## src/rtl/branch_resolve_unit_if.sv

```systemverilog
// Bundle for the branch resolve unit's fetch-side push channel, its execute-side
// resolve channel, the predictor training bus and the front-end flush/redirect.
//   pred_*      : fetch pushes a predicted branch (valid/ready handshake)
//   res_*       : execute resolves the oldest in-flight branch (valid/ready)
//   upd_*       : one-cycle training strobe towards the gshare predictor
//   flush_o     : mispredict flush pulse, redirect_pc_o the corrected next PC
//   count_o     : in-flight occupancy, mispredict_cnt_o saturating counter
// The slave modport is the unit's view and the master modport the environment's.
interface branch_resolve_unit_if #(
  parameter int unsigned ADDR_WIDTH = 32,
  parameter int unsigned GHR_SIZE   = 4,
  parameter int unsigned IDX_BITS   = GHR_SIZE + 2,
  parameter int unsigned DEPTH      = 4
);
  localparam int unsigned CntW = $clog2(DEPTH) + 1;

  logic                  pred_valid_i;
  logic                  pred_ready_o;
  logic [ADDR_WIDTH-1:0] pred_pc_i;
  logic                  pred_taken_i;
  logic [ADDR_WIDTH-1:0] pred_target_i;
  logic [GHR_SIZE-1:0]   pred_ghr_i;

  logic                  res_valid_i;
  logic                  res_ready_o;
  logic                  res_taken_i;
  logic [ADDR_WIDTH-1:0] res_target_i;

  logic                  upd_valid_o;
  logic                  upd_taken_o;
  logic [IDX_BITS-1:0]   upd_index_o;
  logic [GHR_SIZE-1:0]   upd_ghr_o;

  logic                  flush_o;
  logic [ADDR_WIDTH-1:0] redirect_pc_o;
  logic [CntW-1:0]       count_o;
  logic [15:0]           mispredict_cnt_o;

  modport slave (
    input  pred_valid_i, pred_pc_i, pred_taken_i, pred_target_i, pred_ghr_i,
    input  res_valid_i, res_taken_i, res_target_i,
    output pred_ready_o, res_ready_o,
    output upd_valid_o, upd_taken_o, upd_index_o, upd_ghr_o,
    output flush_o, redirect_pc_o, count_o, mispredict_cnt_o
  );

  modport master (
    output pred_valid_i, pred_pc_i, pred_taken_i, pred_target_i, pred_ghr_i,
    output res_valid_i, res_taken_i, res_target_i,
    input  pred_ready_o, res_ready_o,
    input  upd_valid_o, upd_taken_o, upd_index_o, upd_ghr_o,
    input  flush_o, redirect_pc_o, count_o, mispredict_cnt_o
  );
endinterface

```

## src/rtl/branch_resolve_unit.sv

```systemverilog
// Branch resolve unit: keeps the predictions issued at fetch in an in-order
// in-flight queue, pairs the oldest one with the outcome from execute, trains the
// gshare predictor and, on a misprediction, flushes/redirects the front end.
// Ports:
//   clk    : rising-edge clock
//   rst    : asynchronous active-high reset, discards all in-flight entries
//   bru_io : branch_resolve_unit_if slave (push, resolve, training, flush, status)
// All outputs except the two ready signals are registered and appear one cycle
// after the resolve handshake.
module branch_resolve_unit #(
  parameter int unsigned ADDR_WIDTH = 32,
  parameter int unsigned GHR_SIZE   = 4,
  parameter int unsigned IDX_BITS   = GHR_SIZE + 2,
  parameter int unsigned DEPTH      = 4
) (
  input logic                   clk,
  input logic                   rst,
  branch_resolve_unit_if.slave  bru_io
);
  localparam int unsigned PtrW = $clog2(DEPTH);
  localparam int unsigned CntW = PtrW + 1;

  typedef enum logic [0:0] {StNormal, StFlush} state_e;

  state_e                state_q;
  logic [PtrW-1:0]       wr_ptr_q, rd_ptr_q;
  logic [CntW-1:0]       count_q;

  // Entry storage needs no reset: occupancy is tracked by the pointers/count.
  logic [ADDR_WIDTH-1:0] pc_q     [DEPTH];
  logic [ADDR_WIDTH-1:0] target_q [DEPTH];
  logic [GHR_SIZE-1:0]   ghr_q    [DEPTH];
  logic [DEPTH-1:0]      taken_q;

  logic                  upd_valid_q, upd_taken_q, flush_q;
  logic [IDX_BITS-1:0]   upd_index_q;
  logic [GHR_SIZE-1:0]   upd_ghr_q;
  logic [ADDR_WIDTH-1:0] redirect_q, redirect_d;
  logic [15:0]           mis_cnt_q, mis_cnt_d;

  logic                  full, empty, pred_ready, res_ready, push, pop, mispredict;
  logic [ADDR_WIDTH-1:0] head_pc, head_target;
  logic [GHR_SIZE-1:0]   head_ghr;
  logic                  head_taken;

  always_comb begin
    full        = (count_q == CntW'(DEPTH));
    empty       = (count_q == '0);
    pred_ready  = !full && (state_q == StNormal);
    res_ready   = !empty && (state_q == StNormal);
    push        = bru_io.pred_valid_i && pred_ready;
    pop         = bru_io.res_valid_i && res_ready;

    head_pc     = pc_q[rd_ptr_q];
    head_target = target_q[rd_ptr_q];
    head_ghr    = ghr_q[rd_ptr_q];
    head_taken  = taken_q[rd_ptr_q];

    // A taken branch also mispredicts when it went somewhere other than predicted.
    mispredict  = pop && ((bru_io.res_taken_i != head_taken) ||
                          (bru_io.res_taken_i && (bru_io.res_target_i != head_target)));

    redirect_d  = bru_io.res_taken_i ? bru_io.res_target_i : head_pc + ADDR_WIDTH'(4);
    mis_cnt_d   = (mis_cnt_q == 16'hFFFF) ? mis_cnt_q : mis_cnt_q + 16'd1;
  end

  always_ff @(posedge clk) begin
    if (push) begin
      pc_q[wr_ptr_q]     <= bru_io.pred_pc_i;
      target_q[wr_ptr_q] <= bru_io.pred_target_i;
      ghr_q[wr_ptr_q]    <= bru_io.pred_ghr_i;
      taken_q[wr_ptr_q]  <= bru_io.pred_taken_i;
    end
  end

  always_ff @(posedge clk or posedge rst) begin
    if (rst) begin
      state_q     <= StNormal;
      wr_ptr_q    <= '0;
      rd_ptr_q    <= '0;
      count_q     <= '0;
      upd_valid_q <= 1'b0;
      upd_taken_q <= 1'b0;
      upd_index_q <= '0;
      upd_ghr_q   <= '0;
      flush_q     <= 1'b0;
      redirect_q  <= '0;
      mis_cnt_q   <= '0;
    end else begin
      upd_valid_q <= pop;
      flush_q     <= mispredict;
      if (pop) begin
        upd_taken_q <= bru_io.res_taken_i;
        upd_index_q <= {head_ghr, head_pc[1:0]};
        upd_ghr_q   <= {head_ghr[GHR_SIZE-2:0], bru_io.res_taken_i};
      end
      if (mispredict) begin
        // Everything younger is wrong-path, including a same-cycle push.
        state_q    <= StFlush;
        redirect_q <= redirect_d;
        mis_cnt_q  <= mis_cnt_d;
        wr_ptr_q   <= '0;
        rd_ptr_q   <= '0;
        count_q    <= '0;
      end else begin
        state_q <= StNormal;
        if (push) wr_ptr_q <= wr_ptr_q + PtrW'(1);
        if (pop)  rd_ptr_q <= rd_ptr_q + PtrW'(1);
        if (push && !pop)      count_q <= count_q + CntW'(1);
        else if (!push && pop) count_q <= count_q - CntW'(1);
      end
    end
  end

  assign bru_io.pred_ready_o     = pred_ready;
  assign bru_io.res_ready_o      = res_ready;
  assign bru_io.upd_valid_o      = upd_valid_q;
  assign bru_io.upd_taken_o      = upd_taken_q;
  assign bru_io.upd_index_o      = upd_index_q;
  assign bru_io.upd_ghr_o        = upd_ghr_q;
  assign bru_io.flush_o          = flush_q;
  assign bru_io.redirect_pc_o    = redirect_q;
  assign bru_io.count_o          = count_q;
  assign bru_io.mispredict_cnt_o = mis_cnt_q;
endmodule

```

## src/flat_wrapper.sv

```systemverilog
// flat-port wrapper written by rule: the top's interface ports become plain ports
module branch_resolve_unit_flat 
#(
  parameter int unsigned ADDR_WIDTH = 32,
  parameter int unsigned GHR_SIZE   = 4,
  parameter int unsigned IDX_BITS   = GHR_SIZE + 2,
  parameter int unsigned DEPTH      = 4
)
  (clk, rst, bru_io_pred_valid_i, bru_io_pred_pc_i, bru_io_pred_taken_i, bru_io_pred_target_i, bru_io_pred_ghr_i, bru_io_res_valid_i, bru_io_res_taken_i, bru_io_res_target_i, bru_io_pred_ready_o, bru_io_res_ready_o, bru_io_upd_valid_o, bru_io_upd_taken_o, bru_io_upd_index_o, bru_io_upd_ghr_o, bru_io_flush_o, bru_io_redirect_pc_o, bru_io_count_o, bru_io_mispredict_cnt_o);
  branch_resolve_unit_if #(.ADDR_WIDTH(ADDR_WIDTH), .GHR_SIZE(GHR_SIZE), .IDX_BITS(IDX_BITS), .DEPTH(DEPTH)) bru_io_i ();
  input logic clk;
  input logic rst;
  input wire logic [$bits(bru_io_i.pred_valid_i)-1:0] bru_io_pred_valid_i;
  input wire logic [$bits(bru_io_i.pred_pc_i)-1:0] bru_io_pred_pc_i;
  input wire logic [$bits(bru_io_i.pred_taken_i)-1:0] bru_io_pred_taken_i;
  input wire logic [$bits(bru_io_i.pred_target_i)-1:0] bru_io_pred_target_i;
  input wire logic [$bits(bru_io_i.pred_ghr_i)-1:0] bru_io_pred_ghr_i;
  input wire logic [$bits(bru_io_i.res_valid_i)-1:0] bru_io_res_valid_i;
  input wire logic [$bits(bru_io_i.res_taken_i)-1:0] bru_io_res_taken_i;
  input wire logic [$bits(bru_io_i.res_target_i)-1:0] bru_io_res_target_i;
  output wire logic [$bits(bru_io_i.pred_ready_o)-1:0] bru_io_pred_ready_o;
  output wire logic [$bits(bru_io_i.res_ready_o)-1:0] bru_io_res_ready_o;
  output wire logic [$bits(bru_io_i.upd_valid_o)-1:0] bru_io_upd_valid_o;
  output wire logic [$bits(bru_io_i.upd_taken_o)-1:0] bru_io_upd_taken_o;
  output wire logic [$bits(bru_io_i.upd_index_o)-1:0] bru_io_upd_index_o;
  output wire logic [$bits(bru_io_i.upd_ghr_o)-1:0] bru_io_upd_ghr_o;
  output wire logic [$bits(bru_io_i.flush_o)-1:0] bru_io_flush_o;
  output wire logic [$bits(bru_io_i.redirect_pc_o)-1:0] bru_io_redirect_pc_o;
  output wire logic [$bits(bru_io_i.count_o)-1:0] bru_io_count_o;
  output wire logic [$bits(bru_io_i.mispredict_cnt_o)-1:0] bru_io_mispredict_cnt_o;
  assign bru_io_i.pred_valid_i = bru_io_pred_valid_i;
  assign bru_io_i.pred_pc_i = bru_io_pred_pc_i;
  assign bru_io_i.pred_taken_i = bru_io_pred_taken_i;
  assign bru_io_i.pred_target_i = bru_io_pred_target_i;
  assign bru_io_i.pred_ghr_i = bru_io_pred_ghr_i;
  assign bru_io_i.res_valid_i = bru_io_res_valid_i;
  assign bru_io_i.res_taken_i = bru_io_res_taken_i;
  assign bru_io_i.res_target_i = bru_io_res_target_i;
  assign bru_io_pred_ready_o = bru_io_i.pred_ready_o;
  assign bru_io_res_ready_o = bru_io_i.res_ready_o;
  assign bru_io_upd_valid_o = bru_io_i.upd_valid_o;
  assign bru_io_upd_taken_o = bru_io_i.upd_taken_o;
  assign bru_io_upd_index_o = bru_io_i.upd_index_o;
  assign bru_io_upd_ghr_o = bru_io_i.upd_ghr_o;
  assign bru_io_flush_o = bru_io_i.flush_o;
  assign bru_io_redirect_pc_o = bru_io_i.redirect_pc_o;
  assign bru_io_count_o = bru_io_i.count_o;
  assign bru_io_mispredict_cnt_o = bru_io_i.mispredict_cnt_o;
  branch_resolve_unit #(.ADDR_WIDTH(ADDR_WIDTH), .GHR_SIZE(GHR_SIZE), .IDX_BITS(IDX_BITS), .DEPTH(DEPTH)) u_core (.clk(clk), .rst(rst), .bru_io(bru_io_i));
endmodule
```

## config.mk

```make
export PLATFORM = sky130hd
export DESIGN_NAME = branch_resolve_unit_flat
export DESIGN_NICKNAME = d
export VERILOG_FILES = /design/src/rtl/branch_resolve_unit_if.sv /design/src/rtl/branch_resolve_unit.sv /design/src/flat_wrapper.sv
export SDC_FILE = /design/constraint.sdc
export NUM_CORES = 1
export LEC_CHECK = 0
export CAP_MARGIN = 40
export CORE_MARGIN = 2
export CORE_UTILIZATION = 30
export DETAILED_ROUTE_END_ITERATION = 7
export MAX_ROUTING_LAYER = met4
export SLEW_MARGIN = 0
export SYNTH_ARGS = -nofsm -noshare
export SYNTH_HDL_FRONTEND = slang
export SYNTH_SLANG_ARGS = --single-unit
```

## constraint.sdc

```tcl
create_clock -name clk -period 6.8 [get_ports clk]
set_clock_uncertainty 0.05 [all_clocks]
set_input_delay 1.02 -clock clk [delete_from_list [all_inputs] [get_ports clk]]
set_output_delay 1.02 -clock clk [all_outputs]
set_load 0.05 [all_outputs]
```

==> out/qor.json, run 1 <==
{
  "cts_buffers": 36,
  "dieArea_mm2": 0.0486,
  "setup_violations": 0,
  "fillerInstances": 4332,
  "hold-path-endpoint": "u_core.bru_io.redirect_pc_o[4]$_DFFE_PP0P_",
  "place_congestion": 0.781,
  "r2r_slack_ns": 2.56,
  "holdCritPathClass": "reg2reg",
  "most-common-layout-cells": "edfxtp_1 (276), clkdlybuf4s50_1 (170), dfrtp_1 (62), mux4_2 (60), xnor2_1 (52)",
  "final_max_slew_viol_count": 0,
  "grt_pass1_wl_um": 52200,
  "grt-ovfl-total": 0,
  "post_synth_edffs": 276,
  "grt_max_degree": 59,
  "r2r.worst_path.cells": 9,
  "ys.flop_type": "edfxtp_1",
  "worst_ir_drop_vdd_mv": 0.312,
  "die_h_um": 220,
  "timing.critical_path.to_type": "flip-flop",
  "seqCellArea_mm2": 0.00989,
  "ctsHtreeMaxLevel": 2,
  "cell_rows": 79,
  "post_cts_resized": 0,
  "yosys_register_bits": 340,
  "ratio_of_routed_vias_to_standard_cells": 4.80,
  "cp-start-kind": "flip-flop",
  "first_pass_iters": 5,
  "post-cts-setup-buffers": 0,
  "hpwlAfterDp_um": 25200,
  "vias": 7855,
  "footprint_of_the_multi_input_gates_mm2": 0.00389,
  "via_count_of_the_first_global_routing_pass": 7834,
  "fin_crit_sh_pct": 62.3,
  "fin_crit_ns": 4.24,
  "max_freq_mhz": 236,
  "leakagePower_uw": 0.00594,
  "final_hold_viol_count": 0,
  "fin_setup_tns_ns": 0,
  "yosys_warnings": 0,
  "placeable_core_region_mm2": 0.0464,
  "timing.setup.critical_path_class": "reg2reg",
  "status": "completed",
  "cells_after_dpl": 1569,
  "clockRootBuffer": "clkbuf_16",
  "synth_seq_area_share_pct": 70.3,
  "cts_tree": "yes",
  "netlist_instances": 816,
  "drt_iter0_markers": 664,
  "max-cap-violations": 0,
  "timing.rr.start": "u_core.rd_ptr_q[0]$_DFFE_PP0P_",
  "initial_utilization_pct": 30.3,
  "cts_hold_repair.buffers": 0,
  "min_path_cells": 2,
  "cts.reportedPaths.clkPinSlew_ns": 0.06,
  "reg2reg_to": "u_core.bru_io.redirect_pc_o[2]$_DFFE_PP0P_",
  "critical_hold_path_startpoint": "u_core.bru_io.redirect_pc_o[4]$_DFFE_PP0P_",
  "placement.io_buffers": 171,
  "average_footprint_of_a_synthesized_cell_um2": 17.2,
  "grt_setup_unrepaired": "false",
  "synthToLayoutAreaGrowth_pct": 25.0,
  "detail_route.drc_violations": 0,
  "synthArstFlopShare_pct": 18.8,
  "clkLatencyLatePin_ns": 0.53,
  "final_common_cell": "edfxtp_1",
  "track_usage_pct": 15.4,
  "worstMarginPinSlew_ns": 0.879,
  "boundaryPins": 172,
  "grt_antenna_before_repair": 2,
  "number_of_nets_in_the_layout": 1114,
  "post_route_cells_drive_above_1_share_pct": 15.4,
  "totalWireLength_um": 36400,
  "die_width_um": 220,
  "cts.sinks": 340,
  "synth.lib_cells_used.distinct": 52,
  "crit_path_max_fanout": 36,
  "power_density_mw_per_mm2": 428,
  "slew-limit-headroom_pct": 41.2,
  "antenna_viol_nets_final": 0,
  "post_drt_wl_per_cell_um": 22.2,
  "final-instance-count-excl-fill": 1637,
  "critical_path_arrival_ns": 4.60,
  "cts_max_path_buffers": 3,
  "synthesis.nets": 930,
  "netlist_area_before_placement_mm2": 0.0141,
  "required_time_at_the_endpoint_of_the_critical_path_ns": 7.16
}
[worst max-delay path, cell delays in order, from the launching register on]
cell and delay (ns):
dfrtp_4 0.75, buf_12 0.30, mux2_1 0.36, or2_1 0.21, a32o_1 0.27, nor4_1 0.36
nand3_1 0.18, o21ai_4 0.71, buf_4 0.48, mux2_2 0.38
[cell type report]
class,count,area share [%]
clock inverters,12,0.399
well taps,607,4.32
clock buffers,54,5.92
flip-flops and latches,340,56.3
diodes,2,0.0285
inverters,16,0.349
multi-input cells,421,22.1
repair buffers,185,10.6
[report_power, final]
group / internal (uW) / switching [uW] / total [uW]
logic: 1060 / 1630 / 2680
clock network: 1070 / 797 / 1860
registers: 2710 / 255 / 2970
[sequential cells by signal, indices dropped and copies added, names as in the netlist]
signal                          cells
u_core.bru_io.redirect_pc_o        32
u_core.taken_q                      4
u_core.bru_io.upd_valid_o           1
u_core.target_q                   128
u_core.wr_ptr_q                     2
u_core.bru_io.count_o               3
u_core.bru_io.mispredict_cnt_o     16
u_core.bru_io.flush_o               1
u_core.pc_q                       128
u_core.bru_io.upd_ghr_o             3
u_core.ghr_q                       16
u_core.bru_io.upd_index_o           4
u_core.rd_ptr_q                     2
[cell families after synthesis]
| group | after synthesis | share of synthesized area (%) |
|---|---|---|
| multiplexers | 111 | 13.5 |
| XOR/XNOR | 77 | 4.80 |
| AO/OA/AOI/OAI | 67 | 2.62 |
| buffers and inverters | 55 | 2.21 |
| adder cells (fa/ha/maj) | 8 | 0.765 |
| flip-flops | 340 | 70.3 |
| AND/OR/NAND/NOR | 158 | 5.78 |
[how the worst max path moves through the flow]
stage                                               startpoint  cells after the start  slack [ns]                                           to
after floorplan           u_core.bru_io.count_o[0]$_DFFE_PP0P_                      3        2.64                 u_core.ghr_q[0][0]$_DFFE_PP_
after global placement          u_core.rd_ptr_q[1]$_DFFE_PP0P_                      9        2.41   u_core.bru_io.redirect_pc_o[2]$_DFFE_PP0P_
after detailed placement               bru_io_res_target_i[11]                      8        2.43  u_core.bru_io.redirect_pc_o[12]$_DFFE_PP0P_
after CTS                       u_core.rd_ptr_q[0]$_DFFE_PP0P_                      9        2.55  u_core.bru_io.redirect_pc_o[12]$_DFFE_PP0P_
after global routing            u_core.rd_ptr_q[0]$_DFFE_PP0P_                      9        2.26  u_core.bru_io.redirect_pc_o[15]$_DFFE_PP0P_
final                           u_core.rd_ptr_q[0]$_DFFE_PP0P_                      9        2.56   u_core.bru_io.redirect_pc_o[2]$_DFFE_PP0P_
[synthesized netlist by cell type (2+ instances only)]
cell,instances,area [um2]
inv_1,15,56.3
mux4_2,60,1350
nand4_1,9,56.3
nor4_4,2,42.5
nand4b_1,2,17.5
nor4_1,10,62.6
mux2_4,3,45.0
nor3_1,8,40.0
buf_2,8,40.0
nand2_1,51,191
buf_4,10,75.1
a21oi_1,20,100
buf_6,6,67.6
nand3_1,18,90.1
and3_1,11,68.8
buf_1,3,11.3
nor2_1,30,113
o21ai_1,2,10.0
xnor2_1,52,455
mux2_2,16,180
o22ai_1,2,12.5
or3_1,3,18.8
xor2_1,25,219
dfrtp_1,64,1600
edfxtp_1,276,8290
ha_1,7,87.6
clkbuf_1,11,41.3
and2_1,3,18.8
mux2i_1,31,310
o21ai_0,34,170
nor2b_1,3,18.8
[metrics by stage]
| step | hold WS, ns | utilization [%] | instance area [um2] | power, uW | setup WS [ns] |
|---|---|---|---|---|---|
| floorplan | 0.488 | - | 14100 | 4830 | 2.64 |
| global placement | 0.415 | 35.4 | 16400 | 5670 | 2.41 |
| detailed placement | 0.429 | 35.5 | 16500 | 5730 | 2.43 |
| CTS | 0.443 | 37.9 | 17600 | 7610 | 2.55 |
| global route | 0.458 | 37.9 | 17600 | 7870 | 2.26 |
| finish | 0.441 | 37.9 | 17600 | 7510 | 2.56 |
[per-layer routing]
metal  wire [um]  vias up  GRT usage, %
li1            -     3505             -
met1       16600     4061          21.6
met2       16800      253          23.1
met3        2520       36          3.22
met4         399        0          3.11
met5           0        -             -
Power figures use the tool's default switching activity.
==> run 2: changes to the inputs <==
==> constraint.sdc (replaced) <==
create_clock -name clk -period 4.4 [get_ports clk]
set_clock_uncertainty 0.05 [all_clocks]
set_input_delay 0.66 -clock clk [delete_from_list [all_inputs] [get_ports clk]]
set_output_delay 0.66 -clock clk [all_outputs]
set_load 0.05 [all_outputs]
==> out/qor.json, run 2 (same netlist as run 1, synthesis figures left out) <==
{
  "grt-ovfl-total": 0,
  "cp-start-kind": "flip-flop",
  "post_cts_resized": 0,
  "antenna_viol_nets_final": 0,
  "worstMarginPinSlew_ns": 0.776,
  "grt_max_degree": 58,
  "clkLatencyLatePin_ns": 0.53,
  "required_time_at_the_endpoint_of_the_critical_path_ns": 4.79,
  "timing.setup.critical_path_class": "reg2reg",
  "worst_ir_drop_vdd_mv": 0.495,
  "hold_slack_ns": 0.390,
  "post_drt_wl_per_cell_um": 22.1,
  "crit_path_max_incr_delay_ns": 0.63,
  "die_width_um": 220,
  "crit_slowest_cell": "dfrtp_4",
  "die_h_um": 220,
  "slew-limit-headroom_pct": 48.3,
  "r2r.worst_path.cells": 10,
  "crit_path_max_fanout": 25,
  "post_route_cells_drive_above_1_share_pct": 16.0,
  "power_density_mw_per_mm2": 660,
  "dieArea_mm2": 0.0486,
  "fillerInstances": 4282,
  "vias": 7832,
  "most-common-layout-cells": "edfxtp_1 (276), clkdlybuf4s50_1 (170), dfrtp_1 (62), mux4_2 (60), xnor2_1 (52)",
  "ratio_of_routed_vias_to_standard_cells": 4.76,
  "layout_setup_ws_ns": 0.540,
  "grt_pass1_wl_um": 52300,
  "max-cap-violations": 0,
  "r2r_slack_ns": 0.54,
  "cts_max_path_buffers": 3,
  "finalPower_uw": 11600,
  "clockRootBuffer": "clkbuf_16",
  "max_freq_mhz": 259,
  "fin_setup_tns_ns": 0,
  "leakagePower_uw": 0.00598,
  "fin_crit_ns": 3.86,
  "final_common_cell": "edfxtp_1",
  "synthToLayoutAreaGrowth_pct": 25.5,
  "initial_utilization_pct": 30.3,
  "critical_path_arrival_ns": 4.26,
  "totalWireLength_um": 36400,
  "place_congestion": 0.847,
  "ctsHtreeMaxLevel": 2,
  "cts_tree": "yes",
  "track_usage_pct": 15.4,
  "post-cts-setup-buffers": 0,
  "cts_hold_repair.buffers": 0,
  "final_max_slew_viol_count": 0,
  "timing.critical_path.to_type": "flip-flop",
  "grt_setup_unrepaired": "false",
  "cts.sinks": 340,
  "via_count_of_the_first_global_routing_pass": 7923,
  "hpwlAfterDp_um": 25700,
  "placement.setup.worst_slack_ns": 0.485,
  "boundaryPins": 172,
  "placement.io_buffers": 171,
  "seqCellArea_mm2": 0.00989,
  "detail_route.drc_violations": 0,
  "footprint_of_the_multi_input_gates_mm2": 0.00389,
  "fin_crit_sh_pct": 87.7,
  "cell_rows": 79,
  "placeable_core_region_mm2": 0.0464,
  "number_of_nets_in_the_layout": 1124,
  "cts.reportedPaths.clkPinSlew_ns": 0.06,
  "first_pass_iters": 5,
  "grt_antenna_before_repair": 4,
  "critical_path.cell_chain": "buf_12, buf_4, mux4_2, ha_1, nand3_1, nor4_4, nand4b_1, xnor2_1, mux2i_1, o21ai_0",
  "status": "completed",
  "cts_buffers": 35,
  "drt_iter0_markers": 636,
  "setup_violations": 0,
  "holdCritPathClass": "in2async",
  "final_hold_viol_count": 0
}
## run 2: cell count changes in the layout (fill, tap and decap cells not counted), moves of 2 or more
cell       change
diode_2        +2
clkbuf_1       -3
clkinv_1       +3
buf_4         +11
clkbuf_16      -2
clkinv_2       -3
## run 2: cell type report
cell class	count	area share [%]
well taps	607	4.31
multi-input cells	421	22.0
flip-flops and latches	340	56.1
repair buffers	196	11.0
clock buffers	50	5.63
diodes	4	0.0567
clock inverters	13	0.567
inverters	16	0.348
## run 2: worst paths after layout
check | start | to
setup / recovery | u_core.rd_ptr_q[0]$_DFFE_PP0P_ | u_core.bru_io.redirect_pc_o[30]$_DFFE_PP0P_
hold / removal | rst | u_core.bru_io.mispredict_cnt_o[5]$_DFFE_PP0P_
setup reg to reg | u_core.rd_ptr_q[0]$_DFFE_PP0P_ | u_core.bru_io.redirect_pc_o[30]$_DFFE_PP0P_
hold reg to reg | u_core.bru_io.mispredict_cnt_o[8]$_DFFE_PP0P_ | u_core.bru_io.mispredict_cnt_o[8]$_DFFE_PP0P_
max in group asynchronous | rst | u_core.bru_io.redirect_pc_o[5]$_DFFE_PP0P_
min in group clk | u_core.bru_io.mispredict_cnt_o[8]$_DFFE_PP0P_ | u_core.bru_io.mispredict_cnt_o[8]$_DFFE_PP0P_
## run 2: where the power goes
| part | total, uW | internal (uW) | switching [uW] |
|---|---|---|---|
| Sequential | 4580 | 4190 | 383 |
| Combinational | 4230 | 1670 | 2560 |
| Clock | 2830 | 1640 | 1190 |
## run 2: worst max-delay path: cells and delay by family, from the launching register on
family                   cells  cell delay (ns)
XOR/XNOR                     1             0.41
AO/OA/AOI/OAI                1             0.20
adder cells (fa/ha/maj)      1             0.19
buffers and inverters        2             0.71
multiplexers                 2             0.58
flip-flops                   1             0.63
AND/OR/NAND/NOR              3             0.98
## run 2: metal layers
layer	part of all wire [%]	global-route usage (%)	vias to the layer above
met5	0	-	-
met4	1.5	3.27	0
met3	7.2	3.42	39
met2	47	23.6	264
met1	45	21.0	4001
li1	-	-	3528
## run 2: stage by stage
stage,utilization [%],area [um2],cells
after floorplan,-,14100,816
after global placement,35.6,16500,1579
after detailed placement,35.7,16500,1580
after CTS,38.0,17600,1643
after global routing,38.0,17600,1647
final,38.0,17600,1647
==> run 3: changes to the inputs <==
--- a/config.mk
+++ b/config.mk
@@ -6,6 +6,7 @@
 export NUM_CORES = 1
 export LEC_CHECK = 0
 export CAP_MARGIN = 40
+export CORE_ASPECT_RATIO = 0.7
 export CORE_MARGIN = 2
 export CORE_UTILIZATION = 30
 export DETAILED_ROUTE_END_ITERATION = 7
==> out/qor.json, run 3 (same netlist as run 1, synthesis figures left out) <==
{
  "status": "completed",
  "post-cts-setup-buffers": 0,
  "cts.sinks": 340,
  "placement.io_buffers": 171,
  "timing.setup.critical_path_class": "reg2reg",
  "hpwlAfterDp_um": 25600,
  "boundaryPins": 172,
  "hold_slack_ns": 0.428,
  "post_drt_wl_per_cell_um": 21.7,
  "totalWireLength_um": 36100,
  "detail_route.drc_violations": 0,
  "placeable_core_region_mm2": 0.0463,
  "worst_ir_drop_vdd_mv": 0.256,
  "slew-limit-headroom_pct": 46.1,
  "final_hold_viol_count": 0,
  "cell_rows": 66,
  "initial_utilization_pct": 30.3,
  "via_count_of_the_first_global_routing_pass": 7879,
  "grt-ovfl-total": 0,
  "dieArea_mm2": 0.0486,
  "most-common-layout-cells": "edfxtp_1 (276), clkdlybuf4s50_1 (170), dfrtp_1 (62), mux4_2 (60), xnor2_1 (52)",
  "leakagePower_uw": 0.00601,
  "place_congestion": 0.790,
  "cts_tree": "yes",
  "final-instance-count-excl-fill": 1662,
  "antenna_viol_nets_final": 0,
  "first_pass_iters": 4,
  "drt_iter0_markers": 704,
  "cp-start-kind": "flip-flop",
  "grt_setup_unrepaired": "false",
  "cts_buffers": 36,
  "grt_max_degree": 57,
  "clkLatencyLatePin_ns": 0.54,
  "final_max_slew_viol_count": 0,
  "max-cap-violations": 0,
  "cells_after_dpl": 1587,
  "vias": 7738,
  "fin_crit_ns": 3.97,
  "cts.reportedPaths.clkPinSlew_ns": 0.06,
  "final_common_cell": "edfxtp_1",
  "number_of_nets_in_the_layout": 1127,
  "max_freq_mhz": 252,
  "fin_setup_tns_ns": 0,
  "ctsHtreeMaxLevel": 2,
  "required_time_at_the_endpoint_of_the_critical_path_ns": 4.73,
  "timing.critical_path.to_type": "flip-flop",
  "power_density_mw_per_mm2": 656,
  "cts_max_path_buffers": 3,
  "grt_antenna_before_repair": 9,
  "holdCritPathClass": "reg2reg",
  "critical_path_arrival_ns": 4.31,
  "ratio_of_routed_vias_to_standard_cells": 4.66,
  "post_cts_resized": 0,
  "track_usage_pct": 15.3,
  "worstMarginPinSlew_ns": 0.809,
  "die_h_um": 185,
  "crit_path_max_fanout": 32,
  "clockRootBuffer": "clkbuf_16",
  "synthToLayoutAreaGrowth_pct": 26.0,
  "fin_crit_sh_pct": 90.3,
  "setup_violations": 0,
  "post_route_cells_drive_above_1_share_pct": 16.8,
  "cts_hold_repair.buffers": 0,
  "die_width_um": 263,
  "grt_pass1_wl_um": 53000
}
==> run 3: cell types whose count changed in the layout (fill, tap and decap cells not counted), moves of 2 or more <==
cell      delta
clkinv_2     +2
clkinv_1     -3
clkinv_8     +2
diode_2      +5
buf_4        +2
==> run 3: power by group <==
part	switching (uW)	internal, uW	total [uW]
combinational	2500	1690	4190
sequential	368	4190	4560
clock	1250	1630	2890
total	4120	7510	11600
==> run 3: routing by layer <==
metal	share of wire (%)	GRT usage, %	up-vias
met3	7.2	4.27	41
met5	0	-	-
met4	1.5	3.15	0
met2	46	23.3	227
li1	-	-	3542
met1	45	20.5	3928
==> run 3: final timing paths <==
| check | cells past startpoint | slack (ns) | end | from |
|---|---|---|---|---|
| setup / recovery | 11 | 0.43 | u_core.bru_io.mispredict_cnt_o[8]$_DFFE_PP0P_ | u_core.rd_ptr_q[0]$_DFFE_PP0P_ |
| hold / removal | 2 | 0.43 | u_core.bru_io.redirect_pc_o[19]$_DFFE_PP0P_ | u_core.bru_io.redirect_pc_o[19]$_DFFE_PP0P_ |
| setup reg to reg | 11 | 0.43 | u_core.bru_io.mispredict_cnt_o[8]$_DFFE_PP0P_ | u_core.rd_ptr_q[0]$_DFFE_PP0P_ |
| hold reg to reg | 2 | 0.43 | u_core.bru_io.redirect_pc_o[19]$_DFFE_PP0P_ | u_core.bru_io.redirect_pc_o[19]$_DFFE_PP0P_ |
| max in group asynchronous | 4 | 2.65 | u_core.bru_io.redirect_pc_o[4]$_DFFE_PP0P_ | rst |
| min in group asynchronous | 2 | 0.55 | u_core.bru_io.redirect_pc_o[29]$_DFFE_PP0P_ | rst |
==> run 3: final cells by class <==
cell class              count  area, um2
diodes                      9       22.5
well taps                 612        766
repair buffers            198       1950
flip-flops and latches    340       9890
clock buffers              50       1010
fillers                  4282      28600
clock inverters            16        120
inverters                  16       60.1
multi-input cells         421       3890
==> run 3: stage by stage <==
step                area [um2]  utilization [%]  setup slack [ns]  power, uW
floorplan                14100                -             0.238       7460
global placement         16500             35.7             0.577       8820
detailed placement       16600             35.8             0.571       8880
CTS                      17700             38.2             0.537      11800
global route             17700             38.2             0.355      12200
finish                   17700             38.2             0.425      11600
==> run 3: critical path: stages (launching register included) <==
cell     delay [ns]
dfrtp_4        0.86
buf_4          0.35
mux4_2         0.53
xnor2_1        0.18
nand2_1        0.13
nor4_1         0.50
nand3_1        0.21
o21ai_4        0.20
buf_4          0.21
buf_4          0.29
nor4_1         0.09
xor2_1         0.17
